==> config.mk <==
export PLATFORM = sky130hd
export DESIGN_NAME = unidade_controle_rodadas
export DESIGN_NICKNAME = d
export VERILOG_FILES = /design/src/rtl/unidade_controle_rodadas.sv
export SDC_FILE = /design/constraint.sdc
export NUM_CORES = 1
export LEC_CHECK = 0
export ABC_AREA = 1
export BUFFER_PORTS_ARGS = -buffer_cell sky130_fd_sc_hd__buf_4
export CAP_MARGIN = 0
export CORE_MARGIN = 4
export CORE_UTILIZATION = 54
export CTS_CLUSTER_DIAMETER = 60
export DETAILED_ROUTE_END_ITERATION = 10
export HOLD_SLACK_MARGIN = 0.02
export PLACE_DENSITY = 0.77
export SYNTH_ARGS = -nofsm -noshare
export SYNTH_HDL_FRONTEND = slang
export SYNTH_SLANG_ARGS = --single-unit
==> constraint.sdc <==
create_clock -name clock -period 2.1 [get_ports clock]
set_input_delay 0.315 -clock clock [delete_from_list [all_inputs] [get_ports clock]]
set_output_delay 0.315 -clock clock [all_outputs]
set_load 0.03 [all_outputs]
==> src/rtl/unidade_controle_rodadas.sv <==
// -----------------------------------------------------------------------------
// unidade_controle_rodadas
// Control unit for the multi-round memory game. Round k needs k+1 correct
// plays, so the sequence to reproduce grows by one play each round. An
// optional per-play timeout ends the game when no play arrives in time.
//
// Handshake: there is no valid/ready pair here. jogada is a one-cycle
// pulse from the datapath edge detector, sampled only in espera_jogada;
// igual and fimE are levels sampled only in compara.
//
// Ports:
//   clock         system clock, rising edge
//   reset         synchronous active-high reset, overrides everything
//   iniciar       start / restart request
//   jogada        play-detected pulse
//   igual         registered play equals memory at current address
//   fimE          current address equals current round index
//   modo_timeout  1 = per-play timeout enabled (sampled every cycle)
//   zeraE/contaE  clear / increment datapath address counter
//   zeraR/registraR clear / load datapath play register
//   acertou/errou/timeout  terminal result flags
//   pronto        any terminal state
//   db_estado     current state code
//   db_rodada     current round index, 0-based
//
// All outputs are registered: they are decoded from the next state and
// loaded on the same edge as the state register, so they always match
// db_estado.
// -----------------------------------------------------------------------------
module unidade_controle_rodadas #(
   parameter int NUM_RODADAS    = 16,
   parameter int W_RODADA       = 4,
   parameter int TIMEOUT_CICLOS = 3000,
   parameter int W_TIMEOUT      = 12
) (
   input  logic                clock,
   input  logic                reset,
   input  logic                iniciar,
   input  logic                jogada,
   input  logic                igual,
   input  logic                fimE,
   input  logic                modo_timeout,
   output logic                zeraE,
   output logic                contaE,
   output logic                zeraR,
   output logic                registraR,
   output logic                acertou,
   output logic                errou,
   output logic                timeout,
   output logic                pronto,
   output logic [3:0]          db_estado,
   output logic [W_RODADA-1:0] db_rodada
);

   typedef enum logic [3:0] {
      INICIAL        = 4'h0,
      INICIALIZA     = 4'h1,
      ESPERA_JOGADA  = 4'h4,
      REGISTRA       = 4'h5,
      COMPARA        = 4'h6,
      PROXIMA_JOGADA = 4'h7,
      PROXIMA_RODADA = 4'h8,
      FIM_ACERTOS    = 4'hC,
      FIM_TIMEOUT    = 4'hD,
      FIM_ERRO       = 4'hE
   } estado_t;

   localparam logic [W_RODADA-1:0]  ULTIMA_RODADA = W_RODADA'(NUM_RODADAS - 1);
   localparam logic [W_RODADA-1:0]  UM_RODADA     = W_RODADA'(1);
   localparam logic [W_TIMEOUT-1:0] LIMITE_TEMPO  = W_TIMEOUT'(TIMEOUT_CICLOS - 1);
   localparam logic [W_TIMEOUT-1:0] UM_TEMPO      = W_TIMEOUT'(1);

   estado_t              r_estado;
   estado_t              w_prox;
   logic [W_RODADA-1:0]  r_rodada;
   logic [W_TIMEOUT-1:0] r_tempo;

   logic r_zeraE, r_contaE, r_zeraR, r_registraR;
   logic r_acertou, r_errou, r_timeout, r_pronto;

   logic w_estourou;
   logic w_ultima_rodada;

   // Timeout only counts while no play arrives this cycle: jogada wins.
   assign w_estourou      = modo_timeout & (r_tempo == LIMITE_TEMPO) & ~jogada;
   assign w_ultima_rodada = (r_rodada == ULTIMA_RODADA);

   // Next-state decode
   always_comb begin
      w_prox = INICIAL;
      case (r_estado)
         INICIAL:        w_prox = iniciar ? INICIALIZA : INICIAL;
         INICIALIZA:     w_prox = ESPERA_JOGADA;
         ESPERA_JOGADA: begin
            if (jogada)          w_prox = REGISTRA;
            else if (w_estourou) w_prox = FIM_TIMEOUT;
            else                 w_prox = ESPERA_JOGADA;
         end
         REGISTRA:       w_prox = COMPARA;
         COMPARA: begin
            if (!igual)               w_prox = FIM_ERRO;
            else if (!fimE)           w_prox = PROXIMA_JOGADA;
            else if (w_ultima_rodada) w_prox = FIM_ACERTOS;
            else                      w_prox = PROXIMA_RODADA;
         end
         PROXIMA_JOGADA: w_prox = ESPERA_JOGADA;
         PROXIMA_RODADA: w_prox = ESPERA_JOGADA;
         FIM_ACERTOS:    w_prox = iniciar ? INICIALIZA : FIM_ACERTOS;
         FIM_TIMEOUT:    w_prox = iniciar ? INICIALIZA : FIM_TIMEOUT;
         FIM_ERRO:       w_prox = iniciar ? INICIALIZA : FIM_ERRO;
         default:        w_prox = INICIAL;  // unused codes recover here
      endcase
   end

   // State, counters and registered Moore outputs
   always_ff @(posedge clock) begin
      if (reset) begin
         r_estado    <= INICIAL;
         r_rodada    <= '0;
         r_tempo     <= '0;
         r_zeraE     <= 1'b1;
         r_contaE    <= 1'b0;
         r_zeraR     <= 1'b1;
         r_registraR <= 1'b0;
         r_acertou   <= 1'b0;
         r_errou     <= 1'b0;
         r_timeout   <= 1'b0;
         r_pronto    <= 1'b0;
      end else begin
         r_estado <= w_prox;

         // Cleared on entry to inicializa so a restart shows round 0
         // while still in inicializa; advances when leaving proxima_rodada.
         if (w_prox == INICIALIZA)
            r_rodada <= '0;
         else if (r_estado == PROXIMA_RODADA)
            r_rodada <= r_rodada + UM_RODADA;

         // Counts only while staying in espera_jogada, so every entry to
         // the wait starts from zero. Saturates at the limit so that
         // re-enabling modo_timeout later fires on the next edge.
         if (r_estado == ESPERA_JOGADA && w_prox == ESPERA_JOGADA) begin
            if (r_tempo != LIMITE_TEMPO)
               r_tempo <= r_tempo + UM_TEMPO;
         end else begin
            r_tempo <= '0;
         end

         r_zeraE     <= (w_prox == INICIAL) || (w_prox == INICIALIZA) ||
                        (w_prox == PROXIMA_RODADA);
         r_zeraR     <= (w_prox == INICIAL) || (w_prox == INICIALIZA);
         r_registraR <= (w_prox == REGISTRA);
         r_contaE    <= (w_prox == PROXIMA_JOGADA);
         r_acertou   <= (w_prox == FIM_ACERTOS);
         r_errou     <= (w_prox == FIM_ERRO);
         r_timeout   <= (w_prox == FIM_TIMEOUT);
         r_pronto    <= (w_prox == FIM_ACERTOS) || (w_prox == FIM_ERRO) ||
                        (w_prox == FIM_TIMEOUT);
      end
   end

   assign zeraE     = r_zeraE;
   assign contaE    = r_contaE;
   assign zeraR     = r_zeraR;
   assign registraR = r_registraR;
   assign acertou   = r_acertou;
   assign errou     = r_errou;
   assign timeout   = r_timeout;
   assign pronto    = r_pronto;
   assign db_estado = r_estado;
   assign db_rodada = r_rodada;

endmodule
---- Word-level counts from Yosys, hierarchy flattened ----
Cells that the tools add are included.
operators by class
  div/mod/pow operators ................... 0
  $add $sub $neg .......................... 2
  reductions and logical operators ........ 10
  eq/ne operators ......................... 20
  multiply operators ...................... 0
  shift-type cells ........................ 0
  bitwise operators ....................... 4
  muxes and demuxes ....................... 10
  $lt $le $gt $ge ......................... 0
operators by type and width
  kind                                                              count
  4-bit == test (second input constant)                             9
  4-bit case mux with 8 select lines                                1
  4-bit by 3-bit == test with 1-bit output (second input constant)  7
  4-bit 2-to-1 mux                                                  7
  12-bit by 1-bit adder with 12-bit output (second input constant)  1
  12-bit == test (second input constant)                            1
  12-bit != test (second input constant)                            1
  4-bit by 1-bit == test with 1-bit output (second input constant)  2
  4-bit logical NOT                                                 2
  4-bit by 1-bit adder with 4-bit output (second input constant)    1
  1-bit logical OR                                                  4
  2-bit OR reduction                                                2
  3-bit 2-to-1 mux                                                  1
  3-bit OR reduction                                                1
  1-bit bitwise AND                                                 2
  1-bit NOT                                                         2
  1-bit logical AND                                                 1
  1-bit 2-to-1 mux                                                  1
word-level totals
  memories kept ........................... 0
  bits in latches ......................... 0
  word-level logic and storage cells ...... 57
  memory bits (read-only) ................. 0
  register bits after elaboration ......... 28
  memory bits (writable) .................. 0

---- Depth between registers and ports, before layout ----
Gate-level depths: netlist (run 1).
  word-level depth ........................ 10
  depth in mapped cells ................... 11
  mapped depth without buffers ............ 10

---- Least setup slack after synthesis (run 1) ----
No wires, ideal clock.
  path type ............................... reg2reg
  start point ............................. reg r_estado[2], in the netlist db_estado[2]
  end point ............................... reg r_tempo[4]
  path buffers ............................ 1
  data required time ...................... 1.983 ns
  setup time .............................. 0.117 ns
  period minus slack after synthesis ...... 1.590 ns
  slack ................................... 0.510 ns
  cell stages (with the launch flop) ...... 11
  arrival time ............................ 1.473 ns
  path through ............................ dfxtp_1 inv_2 nor2_4 nand2_2 nor3_1 nor2_2 nand2_2 nor2_2 nand3_2 buf_6 nor2_2
on the way
  cells in the longest elaborated chain, start to end .. 7
ends and longest elaborated chain
  element                                   RTL line  text
  start, declared                           73        estado_t r_estado;
  start signal, assigned                    130       r_estado <= w_prox;
  4-bit == test (tied with other cells)     91        case (r_estado)
  3-bit OR reduction (no line)              n/a
  4-bit case mux with 8 select lines        91
  4-bit by 3-bit == test with 1-bit output  142       if (r_estado == ESPERA_JOGADA && w_prox == ESPERA_JOGADA) begin
  1-bit logical AND *                       142
  1-bit NOT (no line) *                     n/a
  2-bit OR reduction (no line) *            n/a
  end signal, assigned                      144       r_tempo <= r_tempo + UM_TEMPO;
  end, declared                             76        logic [W_TIMEOUT-1:0] r_tempo;
Mark *: on every way between the ends. The rest lies on a longest branch, timed or not.
A chain may end at the register's enable or synchronous reset.

---- Final worst setup path (run 1) ----
  start point ............................. reg r_estado[0], in the netlist db_estado[0]
  end point ............................... reg r_tempo[10]
Same word-level chain as after synthesis.

==> impl_metrics.env, run 1 <==
export IMPL_drc=0
export IMPL_cts_hold_buf=0
export IMPL_finalSetupTns_ns=0
export IMPL_path_cells="a21oi_1 -> o21ai_0 -> nand2_1 -> nor2_2 -> nand2_2 -> nor2_2 -> nand3_2 -> nor2_2"
export IMPL_synthXorXnorAreaFrac=0.0857
export IMPL_synth_fa_ha_area_frac=0.0188
export IMPL_cts_tree="done"
export IMPL_post_drt_wl_per_cell_um=11.9
export IMPL_relSlewSlack=0.746
export IMPL_rows=17
export IMPL_yosysSeqAreaShare=0.422
export IMPL_clock_latency_ns=0.33
export IMPL_dp_worst_setup_slack_ns=0.388
export IMPL_layout_drive_gt1_share=0.239
export IMPL_post_cts_buffers=0
export IMPL_vias_per_cell=5.13
export IMPL_yosysUniqueCellTypes=22
export IMPL_topRoutingLayerUsed="met4"
export IMPL_syn_cell_area_sq_mm=0.00133
export IMPL_drt_iter0_markers=17
export IMPL_die_y_um=57.6
export IMPL_nets=211
export IMPL_path_common_cell="nor2_2"
export IMPL_first_pass_iters=4
export IMPL_crit_path_end_kind="register"
export IMPL_finalPower_uw=937
export IMPL_post_place_cells=225
export IMPL_clock_fmax_mhz=569
export IMPL_arrival_ns=2.04
export IMPL_yosysWarnings=0
export IMPL_wl_mm=2.73
export IMPL_start_util=0.584
export IMPL_placement_io_buffers=22
export IMPL_hold_viol=0
export IMPL_fin_util=0.683
export IMPL_hpwl_mm=2.15
export IMPL_vdd_ir_drop_max_mv=0.475
export IMPL_worst_pin_slew_ns=0.380
export IMPL_final_min_clock_period_ns=1.76
export IMPL_synth_top_family_by_area="simple AND/OR/NAND/NOR gates"
export IMPL_setup_worst_path_class="reg -> reg"
export IMPL_powerDensity_mw_per_mm2=603
export IMPL_grt_pass1_wl_mm=4.46
export IMPL_met1_length_mm=1.14
export IMPL_drv_cap=0
export IMPL_diodes=0
export IMPL_period_share=0.837
export IMPL_yosys_area_share_simple=0.338
export IMPL_grt_pass1_vias=1125
export IMPL_setup_slack_ns=0.341
export IMPL_setup_viol=0
export IMPL_synth_area_mux_share=0.00847
export IMPL_grt_util_all_layers=0.169
export IMPL_place_congestion=0.876
export IMPL_hp_class="in -> reg"
export IMPL_die_x_um=57.6
export IMPL_die_area_sq_mm=0.00332
export IMPL_overflow=0
export IMPL_coreArea_sq_mm=0.00228
export IMPL_finClkSkew_ns=0.0105
export IMPL_max_clock_path_buffers=2
export IMPL_htree_levels=1
export IMPL_rsz0062_at_grt="false"
export IMPL_vias=1174
export IMPL_cp_start_kind="register"
export IMPL_area_delta_synth_final_pct=16.9
export IMPL_nFillCells=193
export IMPL_grt_max_degree=16
export IMPL_cts_resized=0
export IMPL_crit_path_max_fanout=12
export IMPL_slowest_stage="dfxtp_1"
export IMPL_clock_sinks=28
export IMPL_outcome="complete, no violations"
export IMPL_syn_avg_cell_area_sq_um=7.55
export IMPL_cp_slowest_stage_delay_ns=0.53
export IMPL_synth_nets=185
export IMPL_cts_root_buf="clkbuf_4"
export IMPL_p_leak_uw=0.000698
export IMPL_synth_compound_area_share=0.0339
export IMPL_drv_slew=0
export IMPL_synthCells=176
export IMPL_routed_wl_met3_um=131
export IMPL_cts_buffers=3
export IMPL_io_pins=23
export IMPL_critPathRequiredTime_ns=2.38
export IMPL_clkTransAtPathRegs_ns=0.16
export IMPL_fin_cells=229
export IMPL_wl_met2_mm=1.40
export IMPL_ant_nets=0
export IMPL_yosys_register_bits=28
export IMPL_antenna_found_initial=0
==> metal layers <==
| metal | up-vias | global-route usage |
|---|---|---|
| li1 | 594 | - |
| met2 | 28 | 0.315 |
| met4 | 0 | 0.0530 |
| met5 | - | 0 |
| met3 | 6 | 0.0452 |
| met1 | 546 | 0.183 |
==> synthesized netlist by cell type, drive strengths merged <==
| master | instances | area share |
|---|---|---|
| and3 | 2 | 0.0094 |
| a21oi | 7 | 0.026 |
| o21ai | 2 | 0.0075 |
| ha | 2 | 0.019 |
| nand4 | 6 | 0.028 |
| xnor2 | 5 | 0.033 |
| nor3 | 5 | 0.023 |
| buf | 1 | 0.0085 |
| nor2 | 30 | 0.12 |
| nor4 | 1 | 0.0047 |
| nand3 | 12 | 0.049 |
| inv | 30 | 0.085 |
| nand2 | 36 | 0.11 |
| dfxtp | 28 | 0.42 |
| xor2 | 8 | 0.053 |
| mux2 | 1 | 0.0085 |
==> worst max-delay path, delay by kind of cell, from the launching register on <==
family             cells  cell delay, ns
AOI/OAI and AO/OA      2            0.27
DFF                    1            0.53
and+or+nand+nor        6            0.90
==> sequential cells by signal (all words and copies together), names as in the netlist <==
name,count
zeraE,1
db_estado,4
acertou,1
db_rodada,4
r_tempo,12
registraR,1
pronto,1
zeraR,1
contaE,1
errou,1
timeout,1
==> layout by cell type, fill, tap and decap left out, drive strengths merged, types with 4 or more instances in the layout <==
cell,n
xor2,8
nand3,12
dfxtp,28
nor3,5
a21oi,7
nand4,6
nor2,30
xnor2,5
clkbuf,4
buf,22
inv,30
nand2,36
==> logic make-up after synthesis <==
family	after synthesis
fa+ha+maj	2
flops	28
mux	1
compound gates	9
simple gates	92
buf+inv	31
xor+xnor	13
==> area by class of cell <==
type / instances / area [sq um] / share of cell area
Multi-Input combinational cell: 117 / 644 / 0.415
Sequential cell: 28 / 561 / 0.361
Timing Repair Buffer: 22 / 165 / 0.106
Inverter: 30 / 113 / 0.0725
Clock buffer: 4 / 36.3 / 0.0233
Tap cell: 28 / 35.0 / 0.0225
==> path summary, 6_finish.rpt <==
path | start | end | slack (ns) | cells after the start
max | db_estado[0]$_SDFF_PP0_ | r_tempo[10]$_SDFFE_PP0P_ | 0.34 | 8
min | fimE | contaE$_SDFF_PP0_ | 0.16 | 2
max reg2reg | db_estado[0]$_SDFF_PP0_ | r_tempo[10]$_SDFFE_PP0P_ | 0.34 | 8
min reg2reg | r_tempo[11]$_SDFFE_PP0P_ | r_tempo[11]$_SDFFE_PP0P_ | 0.55 | 3
==> through the flow <==
step | hold slack (ns) | cell area [sq um]
finish | 0.158 | 1550
global route | 0.158 | 1550
CTS | 0.158 | 1550
detailed placement | 0.515 | 1520
global placement | 0.505 | 1520
floorplan | 0.384 | 1330
==> report_power, final <==
group          internal, uW  leakage, uW  switching [uW]
combinational          39.2     0.000451            77.1
clock                   106    0.0000210             162
sequential              542     0.000226            10.8
(Power assumes the default switching activity.)
==> run 2: changes to the inputs <==
Clock period 2.1 ns to 1.75 ns, I/O delays scaled along.
==> run 2 against run 1 <==
Worst hold slack worse by 0.042 ns. Largest power group unchanged. Cell count unchanged. Highest routed layer unchanged. Sequential share of layout area fell by 0.16 points. Register-to-register slack worse by 0.19 ns. Clock skew down 0.0034 ns. Critical endpoint is now db_rodada[0]$_SDFFE_PP0P_.
==> impl_metrics.env, run 2 (synthesis gave the netlist of run 1 again) <==
export IMPL_hp_class="in -> reg"
export IMPL_regToRegSetupSlack_ns=0.15
export IMPL_setup_viol=0
export IMPL_crit_path_end_kind="register"
export IMPL_arrival_ns=1.82
export IMPL_final_cell_mix="nand2_1, inv_1, dfxtp_1"
export IMPL_nets=212
export IMPL_drv_cap=0
export IMPL_max_clock_path_buffers=2
export IMPL_p_leak_uw=0.000706
export IMPL_cp_startpoint="db_estado[2]$_SDFF_PP0_"
export IMPL_coreArea_sq_mm=0.00228
export IMPL_setup_slack_ns=0.149
export IMPL_clock_fmax_mhz=625
export IMPL_cp_start_kind="register"
export IMPL_area_delta_synth_final_pct=18.0
export IMPL_final_min_clock_period_ns=1.60
export IMPL_diodes=0
export IMPL_die_x_um=57.6
export IMPL_post_cts_buffers=0
export IMPL_wl_mm=2.70
export IMPL_period_share=0.915
export IMPL_start_util=0.584
export IMPL_relSlewSlack=0.809
export IMPL_post_drt_wl_per_cell_um=11.8
export IMPL_grt_pass1_wl_mm=4.66
export IMPL_layout_drive_gt1_share=0.254
export IMPL_largest_reg_flops=12
export IMPL_grt_util_met3=0.0566
export IMPL_grt_pass1_vias=1136
export IMPL_powerDensity_mw_per_mm2=676
export IMPL_grt_util_all_layers=0.179
export IMPL_io_pins=23
export IMPL_drc=0
export IMPL_post_place_cells=226
export IMPL_antenna_found_initial=0
export IMPL_finalPower_uw=1060
export IMPL_htree_levels=1
export IMPL_vdd_ir_drop_max_mv=0.708
export IMPL_largest_register="r_tempo"
export IMPL_ant_nets=0
export IMPL_place_congestion=0.876
export IMPL_vias=1176
export IMPL_layout_commonest_cell="nand2_1"
export IMPL_cts_tree="done"
export IMPL_die_area_sq_mm=0.00332
export IMPL_overflow=0
export IMPL_placement_io_buffers=22
export IMPL_clock_sinks=28
export IMPL_finalSetupTns_ns=0
export IMPL_setup_worst_path_class="reg -> reg"
export IMPL_fin_cells=229
export IMPL_hold_viol=0
export IMPL_clock_latency_ns=0.32
export IMPL_outcome="complete, no violations"
export IMPL_cts_root_buf="clkbuf_4"
export IMPL_min_from="fimE"
export IMPL_worstReg2RegEnd="db_rodada[0]$_SDFFE_PP0P_"
export IMPL_cts_buffers=3
export IMPL_finClkSkew_ns=0.00718
export IMPL_r2r_worst_path_cells=9
export IMPL_critPathRequiredTime_ns=1.97
export IMPL_drt_iter0_markers=35
export IMPL_crit_end="db_rodada[0]$_SDFFE_PP0P_"
export IMPL_timing_rr_start="db_estado[2]$_SDFF_PP0_"
export IMPL_grt_max_degree=15
export IMPL_dp_worst_setup_slack_ns=0.157
export IMPL_drv_slew=0
export IMPL_grt_busiest_layer="met2"
export IMPL_clkTransAtPathRegs_ns=0.14
export IMPL_vias_per_cell=5.14
export IMPL_worst_pin_slew_ns=0.286
export IMPL_rsz0062_at_grt="false"
export IMPL_grt_use_met1=0.183
export IMPL_hpwl_mm=2.15
export IMPL_first_pass_iters=5
export IMPL_crit_path_max_fanout=5
export IMPL_rows=17
export IMPL_die_y_um=57.6
export IMPL_grt_util_met2=0.326
-- run 2: power by group --
group / leakage (uW) / internal [uW] / total, uW / switching, uW
Combinational: 0.000464 / 50.8 / 147 / 96.7
Sequential: 0.000227 / 650 / 663 / 12.6
Clock: 0.0000138 / 80.6 / 250 / 169
-- run 2: final cells by class --
class / count / area, sq um
Timing Repair Buffer: 23 / 185
Multi-Input combinational cell: 117 / 649
Inverter: 30 / 113
Clock buffer: 3 / 22.5
Tap cell: 28 / 35.0
Sequential cell: 28 / 563
Fill cell: 210 / 708
-- run 2: metrics by stage --
stage	area, sq um	hold WS (ns)	utilization
6_report	1570	0.117	0.689
5_1_grt	1570	0.0896	0.689
4_1_cts	1560	0.111	0.686
3_5_place_dp	1540	0.462	0.676
3_3_place_gp	1540	0.452	0.676
2_1_floorplan	1330	0.332	-
-- run 2: worst max-delay path: stages, from the launching register on --
cell,delay (ns)
dfxtp_1,0.45
inv_2,0.10
nor2_4,0.15
nand2_2,0.07
nor3_1,0.19
nor2_2,0.09
nand2_2,0.10
nand2_1,0.11
nand2_1,0.15
a21oi_1,0.08
-- run 2: routing by layer --
metal  vias up  wire length [um]
li1        598                 -
met1       527              1070
met2        45              1410
met3         6               169
met4         0                53
met5         -                 0
-- run 2: worst min-delay path by stage --
stage                         endpoint  slack (ns)  cells past startpoint
2_1_floorplan  db_estado[0]$_SDFF_PP0_        0.33                      1
3_3_place_gp         contaE$_SDFF_PP0_        0.45                      2
3_5_place_dp         contaE$_SDFF_PP0_        0.46                      2
4_1_cts              contaE$_SDFF_PP0_        0.11                      2
5_1_grt              contaE$_SDFF_PP0_        0.09                      2
6_report             contaE$_SDFF_PP0_        0.12                      2
-- run 2: what timing repair did --
action	CTS	global route
resized for setup	0	3
endpoints found under the setup margin	0	4
hold buffers	0	0
